File: config.mk
export PLATFORM = sky130hd
export DESIGN_NAME = alu_arbiter
export DESIGN_NICKNAME = d
export VERILOG_FILES = /design/src/rtl/alu_arbiter.sv
export SDC_FILE = /design/constraint.sdc
export NUM_CORES = 1
export LEC_CHECK = 0
export ABC_AREA = 0
export CORE_ASPECT_RATIO = 0.5
export CORE_UTILIZATION = 44
export CTS_CLUSTER_DIAMETER = 50
export CTS_CLUSTER_SIZE = 24
export DETAILED_ROUTE_END_ITERATION = 8
export GPL_ROUTABILITY_DRIVEN = 0
export PLACE_DENSITY = 0.74
export SLEW_MARGIN = 20
export SYNTH_ARGS = -nofsm -noshare
export SYNTH_HDL_FRONTEND = slang
export SYNTH_SLANG_ARGS = --single-unit
File: constraint.sdc
create_clock -name clk -period 2.64 [get_ports clk]
set_clock_uncertainty 0.2 [all_clocks]
set_input_delay 0.792 -clock clk [delete_from_list [all_inputs] [get_ports clk]]
set_output_delay 0.792 -clock clk [all_outputs]
set_load 0.02 [all_outputs]
File: src/rtl/alu_arbiter.sv
// Shares one combinational 8-bit flag ALU between two valid/ready requesters.
// One operation in flight: IDLE grants, EXEC computes, RESP holds the tagged result.

module ALU_8bit_flags (
   input  logic [7:0] i_a,
   input  logic [7:0] i_b,
   input  logic [2:0] i_op,
   output logic [7:0] o_result,
   output logic       o_carry,
   output logic       o_zero,
   output logic       o_negative,
   output logic       o_overflow
);
   logic [8:0] w_ext;

   always_comb begin
      w_ext      = 9'd0;
      o_result   = 8'd0;
      o_carry    = 1'b0;
      o_overflow = 1'b0;
      case (i_op)
         3'b000: begin
            w_ext      = {1'b0, i_a} + {1'b0, i_b};
            o_result   = w_ext[7:0];
            o_carry    = w_ext[8];
            o_overflow = (i_a[7] == i_b[7]) && (w_ext[7] != i_a[7]);
         end
         3'b001: begin
            // bit 8 of the 9-bit difference is the borrow
            w_ext      = {1'b0, i_a} - {1'b0, i_b};
            o_result   = w_ext[7:0];
            o_carry    = w_ext[8];
            o_overflow = (i_a[7] != i_b[7]) && (w_ext[7] != i_a[7]);
         end
         3'b010:  o_result = i_a & i_b;
         3'b011:  o_result = i_a | i_b;
         3'b100:  o_result = i_a ^ i_b;
         3'b101:  o_result = ~i_a;
         3'b110:  o_result = {i_a[6:0], 1'b0};
         default: o_result = {1'b0, i_a[7:1]};
      endcase
      o_zero     = (o_result == 8'd0);
      o_negative = o_result[7];
   end
endmodule

module alu_arbiter #(
   parameter bit RR_EN = 1'b1
) (
   input  logic       clk,
   input  logic       rst_n,
   input  logic       req0_valid,
   output logic       req0_ready,
   input  logic [7:0] req0_a,
   input  logic [7:0] req0_b,
   input  logic [2:0] req0_op,
   input  logic       req1_valid,
   output logic       req1_ready,
   input  logic [7:0] req1_a,
   input  logic [7:0] req1_b,
   input  logic [2:0] req1_op,
   output logic       rsp_valid,
   input  logic       rsp_ready,
   output logic       rsp_id,
   output logic [7:0] rsp_result,
   output logic       rsp_carry,
   output logic       rsp_zero,
   output logic       rsp_negative,
   output logic       rsp_overflow,
   output logic       busy
);
   typedef enum logic [1:0] {S_IDLE, S_EXEC, S_RESP} state_t;
   typedef struct packed {
      logic [7:0] a;
      logic [7:0] b;
      logic [2:0] op;
   } req_t;

   state_t       r_state, w_state_nxt;
   req_t         r_opnd;
   req_t [1:0]   w_req;
   logic [1:0]   w_valid;
   logic         w_grant, w_grant_id;
   logic         r_id, r_ptr, r_busy;
   logic         r_rsp_valid, r_rsp_id;
   logic [7:0]   r_rsp_result;
   logic         r_rsp_c, r_rsp_z, r_rsp_n, r_rsp_v;
   logic [7:0]   w_alu_res;
   logic         w_alu_c, w_alu_z, w_alu_n, w_alu_v;

   assign w_req[0] = '{a: req0_a, b: req0_b, op: req0_op};
   assign w_req[1] = '{a: req1_a, b: req1_b, op: req1_op};
   assign w_valid  = {req1_valid, req0_valid};

   // Contention resolves by pointer (RR) or to requester 0; a lone valid always wins.
   always_comb begin
      if (&w_valid) w_grant_id = RR_EN ? r_ptr : 1'b0;
      else          w_grant_id = w_valid[1];
   end

   assign w_grant    = (r_state == S_IDLE) && (|w_valid);
   assign req0_ready = w_grant && !w_grant_id;
   assign req1_ready = w_grant &&  w_grant_id;

   always_comb begin
      w_state_nxt = r_state;
      case (r_state)
         S_IDLE:  if (|w_valid) w_state_nxt = S_EXEC;
         S_EXEC:  w_state_nxt = S_RESP;
         S_RESP:  if (rsp_ready) w_state_nxt = S_IDLE;
         default: w_state_nxt = S_IDLE;
      endcase
   end

   ALU_8bit_flags u_alu (
      .i_a        (r_opnd.a),
      .i_b        (r_opnd.b),
      .i_op       (r_opnd.op),
      .o_result   (w_alu_res),
      .o_carry    (w_alu_c),
      .o_zero     (w_alu_z),
      .o_negative (w_alu_n),
      .o_overflow (w_alu_v)
   );

   always_ff @(posedge clk) begin
      if (!rst_n) begin
         r_state      <= S_IDLE;
         r_opnd       <= '0;
         r_id         <= 1'b0;
         r_ptr        <= 1'b0;
         r_busy       <= 1'b0;
         r_rsp_valid  <= 1'b0;
         r_rsp_id     <= 1'b0;
         r_rsp_result <= 8'd0;
         r_rsp_c      <= 1'b0;
         r_rsp_z      <= 1'b0;
         r_rsp_n      <= 1'b0;
         r_rsp_v      <= 1'b0;
      end else begin
         r_state <= w_state_nxt;
         r_busy  <= (w_state_nxt != S_IDLE);
         if (w_grant) begin
            r_opnd <= w_req[w_grant_id];
            r_id   <= w_grant_id;
            r_ptr  <= ~w_grant_id;
         end
         if (r_state == S_EXEC) begin
            r_rsp_valid  <= 1'b1;
            r_rsp_id     <= r_id;
            r_rsp_result <= w_alu_res;
            r_rsp_c      <= w_alu_c;
            r_rsp_z      <= w_alu_z;
            r_rsp_n      <= w_alu_n;
            r_rsp_v      <= w_alu_v;
         end else if ((r_state == S_RESP) && rsp_ready) begin
            r_rsp_valid <= 1'b0;
         end
      end
   end

   assign rsp_valid    = r_rsp_valid;
   assign rsp_id       = r_rsp_id;
   assign rsp_result   = r_rsp_result;
   assign rsp_carry    = r_rsp_c;
   assign rsp_zero     = r_rsp_z;
   assign rsp_negative = r_rsp_n;
   assign rsp_overflow = r_rsp_v;
   assign busy         = r_busy;
endmodule

==> key figures <==
Worst hold path
  • Hold path cells: 2
  • Worst min path class: flop to flop

Placement
  • Placed Area: 3600 µm²
  • Port bufs: 59
  • DP Wirelength: 7010 µm

Floorplanning
  • # rows: 19
  • Starting Density: 47.3%
  • CORE AREA: 5710 µm²
  • Die H: 57.4 µm
  • Die area: 6480 µm²
  • Die W: 113 µm
  • I/O Pins: 60

Timing
  • Final worst-path cycle share: 99.3%
  • Slew HR: 64.9%
  • Max Clock Freq: 381 MHz
  • Period minus WS final: 2.62 ns
  • Fin. max-slew vios: 0
  • # setup viols final: 0
  • Final number of hold-violating endpoints: 0
  • Worst-margin pin slew: 0.525 ns
  • RSZ-0062 raised after global routing: yes

Yosys
  • Synth top cells by count: dfxtp_1 (37), nor2_1 (37), inv_1 (29), a21oi_1 (26), ha_1 (24)
  • Netlist cell types: 58
  • Synthesized flop and latch total: 37
  • Sequential fraction of the synthesis area: 27.4%
  • Post-synth top area share: 27.4%
  • Cell area after synthesis: 2700 µm²
  • Mapped Cells: 341
  • Top post-synthesis cells by area: dfxtp_1 (27%), ha_1 (11%), a222oi_1 (7.0%)
  • Top cell type by total area after synthesis: dfxtp_1
  • Syn nets: 410
  • Syn Area/Cell: 7.92 µm²
  • Top_reg_cell synth: dfxtp_1
  • Yosys warns: 0
  • Post-synth EDFFs: 0
  • Fraction of registers with async set/reset: 0%

Drt
  • Via count: 3,027
  • Residual DRC count: 0
  • First-pass DRT Iterations: 6
  • DR vias/cell: 6.04
  • 1st-iter DRT viols: 266
  • Routed Wire Length: 9230 µm
  • Final ANT Viol Nets: 0
  • Wirelength per Cell: 18.4 µm

Layout
  • Post-route cell area: 3880 µm²
  • Fraction of layout cells with a size suffix above 1: 19.9%
  • Area delta synth->final: 43.5%
  • Final core occ: 68.0%
  • Number of diodes: 0
  • Fill cells: 446
  • Final nets: 496

Clocking
  • # clock sinks: 37
  • Hold buffer count at cts: 0
  • CTS tree: yes
  • Clk Latency, worst-skew pair: 0.28 ns
  • Cts bufs inserted: 5
  • Worst-path clk slew: 0.06 ns
  • Maximum root-to-sink buffer count: 2
  • CTS H-tree depth: 2
  • Clk root buf: clkbuf_16

Setup path
  • Worst Setup End Kind: flop
  • Worst setup SP type: flop
  • CP peak stage delay: 0.59 ns
  • Critical path type: flop to flop
  • Reg2reg path depth: 8
  • CP required: 2.61 ns
  • Cells along the critical path: nor2b_1 > a22oi_1 > o211ai_1 > o21ba_2 > nor3_1 > buf_4 > a21oi_1 > a31o_1
  • Slowest CP cell: dfxtp_1
  • Stages on worst setup path: 8
  • Delay-heaviest family, CP: compound AO/OA/AOI/OAI gates
  • Crit Path Max Fanout: 10
  • CP bufs+invs: 1
  • Crit path DAT: 2.59 ns

Global routing
  • Antenna violations before repair: 0
  • Largest net degree at the start of global routing: 25
  • GR Util All Layers: 28.8%
  • GRT overflow: 0
  • First-pass GRT wire length: 14,200 µm
  • Vias in the first global route: 2,860

Pwr
  • Leak pwr: 1.58 nW
  • Peak supply drop: 0.000401 V
  • Pwr/cell area: 577 nW/µm²

Run status
  • Status: finished clean

Run
  • Max-capacitance violation count: 0
-- report_power, final --
part           total, mW  internal [mW]  switching, mW
combinational      0.965          0.452          0.514
clock              0.598          0.351          0.247
sequential         0.672          0.614         0.0575
total               2.24           1.42          0.818
-- per-layer routing --
layer	track usage (%)	routed length, µm	share of wire (%)
met1	40.2	4200	45
met2	44.3	3950	43
met3	6.06	942	10
met4	10.5	150	1.6
met5	0	0	0
-- layout make-up --
cell class              instances  area (µm²)  area share (%)
clock inverters                 3        21.3           0.549
repair buffers                102         922            23.8
well taps                      73        91.3            2.36
inverters                      30         113            2.90
multi-input cells             251        1860            48.0
flip-flops and latches         37         744            19.2
clock buffers                   5         125            3.23
-- cell usage in the layout (no fill, tap or decap), types with 4 or more instances in the layout --
cell type and n:
a222oi_1 19, nand4_1 4, o22ai_1 5, clkdlybuf4s50_1 55, buf_4 43, nor2_1 37, o211ai_1 4, clkbuf_16 5
ha_1 20, dfxtp_1 34, nand3_1 7, nand2b_1 4, a21oi_1 24, inv_1 29, nor2b_1 6, o21ai_0 16
nand2_1 21
-- kinds of logic (layout without fill, tap and decap cells) --
family / after synthesis / in the layout / share of synthesized area [%]
DFF: 37 / 37 / 27.4
xor gates and xnor gates: 5 / 5 / 1.62
adders and majority gates: 26 / 26 / 12.6
muxes: 5 / 5 / 1.95
AOI/OAI and AO/OA: 112 / 112 / 29.7
and+or+nand+nor: 103 / 103 / 18.7
buffers and inverters: 53 / 140 / 8.06
-- state kept, by name, summed over array words and instances, names as in the netlist --
name	count
rsp_id	1
rsp_valid	1
rsp_result	8
r_state	2
r_id	1
r_ptr	1
busy	1
rsp_overflow	1
rsp_carry	1
r_opnd	19
rsp_zero	1
-- stage by stage --
stage	power [mW]	setup slack, ns	hold WS, ns	setup TNS, ns	instances
6_report	2.24	0.0183	0.271	0	501
5_1_grt	2.34	-0.0212	0.277	-0.0212	501
4_1_cts	2.18	0.00302	0.271	0	501
3_5_place_dp	1.56	-0.707	0.248	-1.44	491
3_3_place_gp	1.53	-0.639	0.247	-1.25	491
2_1_floorplan	1.20	0.0737	0.232	0	341
-- final timing paths --
| path | from | to | slack (ns) |
|---|---|---|---|
| worst max-delay path | r_opnd[1] | rsp_zero | 0.02 |
| worst min-delay path | rsp_id | rsp_id | 0.27 |
| worst max register to register | r_opnd[1] | rsp_zero | 0.02 |
| worst min register to register | rsp_id | rsp_id | 0.27 |
-- worst reg2reg max path, stage by stage (launching register included) --
cell,delay [ns]
dfxtp_1,0.59
nor2b_1,0.50
a22oi_1,0.19
o211ai_1,0.18
o21ba_2,0.18
nor3_1,0.22
buf_4,0.17
a21oi_1,0.05
a31o_1,0.24
-- repair_timing --
| action | CTS | global route |
|---|---|---|
| setup endpoints to repair | 3 | 8 |
| pin swaps | 2 | 4 |
| cloned | 0 | 0 |
| gates resized for setup | 22 | 19 |
| setup buffers | 2 | 0 |
(Power assumes the default switching activity.)
==> variant, RTL diff (same flow settings) <==
Re-encode `state_t` (3 states) as one-hot, 3 bits wide.
--- a/src/rtl/alu_arbiter.sv
+++ b/src/rtl/alu_arbiter.sv
@@ -71,3 +71,3 @@
 );
-   typedef enum logic [1:0] {S_IDLE, S_EXEC, S_RESP} state_t;
+   typedef enum logic [2:0] {S_IDLE = 3'b001, S_EXEC = 3'b010, S_RESP = 3'b100} state_t;
    typedef struct packed {
Behaviour: same outputs for any inputs over 10 cycles, from zero or initial values and one cycle with rst_n low; not proved beyond that.
==> variant against the unedited design <==
Count of clock-buffer cells in the layout rose by 1. Sequential power increased by 2%. Setup slack got worse by 3.0 ps. Die area up 5.8%. Synthesized area is 5.9% higher. Synthesized cell count increased by 3.5%. Total power rose by 24%. Sequential share of layout area shrank 0.43 points. Utilization is 2.1 points lower. Clock power is 14% higher. Sequential cell count is 1 higher. Wire length up 5.1%. Final area increased by 5.0%. Via count grew 6.2%. Largest power group unchanged.
==> variant: results <==
metrics = {
    "setup_path": {
        "cp-startpoint": "r_opnd[11]$_SDFFE_PN0P_",
        "crit_fanout": 2,
        "path_delay_family": "compound AO/OA/AOI/OAI gates",
        "max_stage_delay_ps": 370,
        "cp_slowest_cell": "fa_2",
        "worstPathArrival_ps": 2600,
    },
    "route": {
        "wl_met2_um": 4190,
        "met1_length_um": 4180,
        "routed.top_layer": "met4",
        "wirelength_um": 9710,
        "drtPass1Iterations": 8,
        "drt_iter0_markers": 509,
        "route.vias.total": 3216,
        "routed-wl-met3_um": 1130,
    },
    "clock_network": {
        "h-tree-depth": 2,
        "clk_pin_slew_worst_paths_ps": 50,
        "cts-resized-gates": 19,
        "cts_root_buffer": "clkbuf_16",
        "clk_path_buf_depth": 2,
        "numCtsBuffers": 5,
        "post_cts_buffers": 0,
    },
    "synthesis": {
        "syn_nets": 422,
        "async_reset_ff_frac": 0,
        "yosys.cell_types.count": 69,
        "ys_seq_area_frac": 0.266,
        "synth_commonest_cells": "nor2_1, dfxtp_1, a21oi_1",
        "ys_top_cells_by_area": "dfxtp_1, ha_1, a222oi_1, nor2_1, a21oi_1",
        "synth_ff_type": "dfxtp_1",
    },
    "cells_and_area": {
        "drive_gt1_frac": 0.232,
        "final_nets": 509,
        "largest_register": "r_opnd",
        "largest_reg_flops": 19,
        "diodes": 0,
    },
    "power_and_ir_drop": {
        "power_frac_comb": 0.507,
        "clkPwrFrac": 0.246,
        "vdd_drop_max_mv": 0.489,
        "power_leakage_nw": 1.63,
        "p_sw_frac": 0.371,
        "power_density_nw_per_um2": 683,
    },
    "status": {
        "status": "completed",
    },
    "grt": {
        "use_met2": 0.450,
        "grtUsageMet1": 0.405,
        "grt_max_degree": 30,
        "grt_pass1_wl_um": 14900,
        "grt_antenna_before_repair": 0,
        "grt_pass1_vias": 3028,
        "gr-usage-all-layers": 0.284,
        "use_met3": 0.0501,
    },
    "worst_hold_path": {
        "hold_start": "r_id$_SDFFE_PN0P_",
        "min_path_type": "reg -> reg",
    },
    "sta": {
        "slew_headroom": 0.614,
    },
    "placement": {
        "portBuffers": 59,
        "dp_worst_setup_slack_ps": -532,
        "dp_hpwl_um": 6950,
    },
}
## variant: changes by cell type in the layout (fill, tap and decap cells not counted), moves of 3 or more
cell,before,now
inv_1,29,22
nor2b_1,6,0
mux2i_1,3,8
buf_4,43,47
nor2_1,37,41
nor3_1,2,6
a22oi_1,3,0
inv_2,0,3
nor4_1,3,0
or2_2,0,3
## variant: per-stage QoR
| step | instances | setup TNS [ps] | instance area (um2) | util |
|---|---|---|---|---|
| after floorplan | 353 | 0 | 2860 | - |
| after global placement | 521 | -1110 | 3770 | 0.609 |
| after detailed placement | 521 | -1260 | 3770 | 0.609 |
| after CTS | 528 | 0 | 3960 | 0.640 |
| after global routing | 528 | -118 | 4070 | 0.659 |
| final | 528 | 0 | 4070 | 0.659 |
## variant: area by class of cell
| cell class | instances | area [um2] |
|---|---|---|
| Clock buffer | 6 | 139 |
| Clock inverter | 1 | 30.0 |
| Fill cell | 479 | 2110 |
| Inverter | 26 | 97.6 |
| Multi-Input combinational cell | 262 | 1990 |
| Sequential cell | 38 | 764 |
| Tap cell | 88 | 110 |
| Timing Repair Buffer | 107 | 942 |
## variant: path summary, 6_finish.rpt
kind	to	slack, ps	cells after the start
setup / recovery	rsp_result[6]$_SDFFE_PN0P_	20	10
hold / removal	rsp_id$_SDFFE_PN0P_	260	2
setup reg to reg	rsp_result[6]$_SDFFE_PN0P_	20	10
hold reg to reg	rsp_id$_SDFFE_PN0P_	260	2
## variant: cells by family (layout without fill, tap and decap cells)
group                    count (synthesis)  after routing  share of synthesized area
multiplexers                             9              9                     0.0319
adder cells (fa/ha/maj)                 26             26                      0.119
XOR/XNOR                                 2              2                    0.00612
buffers and inverters                   53            140                     0.0888
AO/OA/AOI/OAI                          122            122                      0.317
AND/OR/NAND/NOR                        103            103                      0.171
flip-flops                              38             38                      0.266
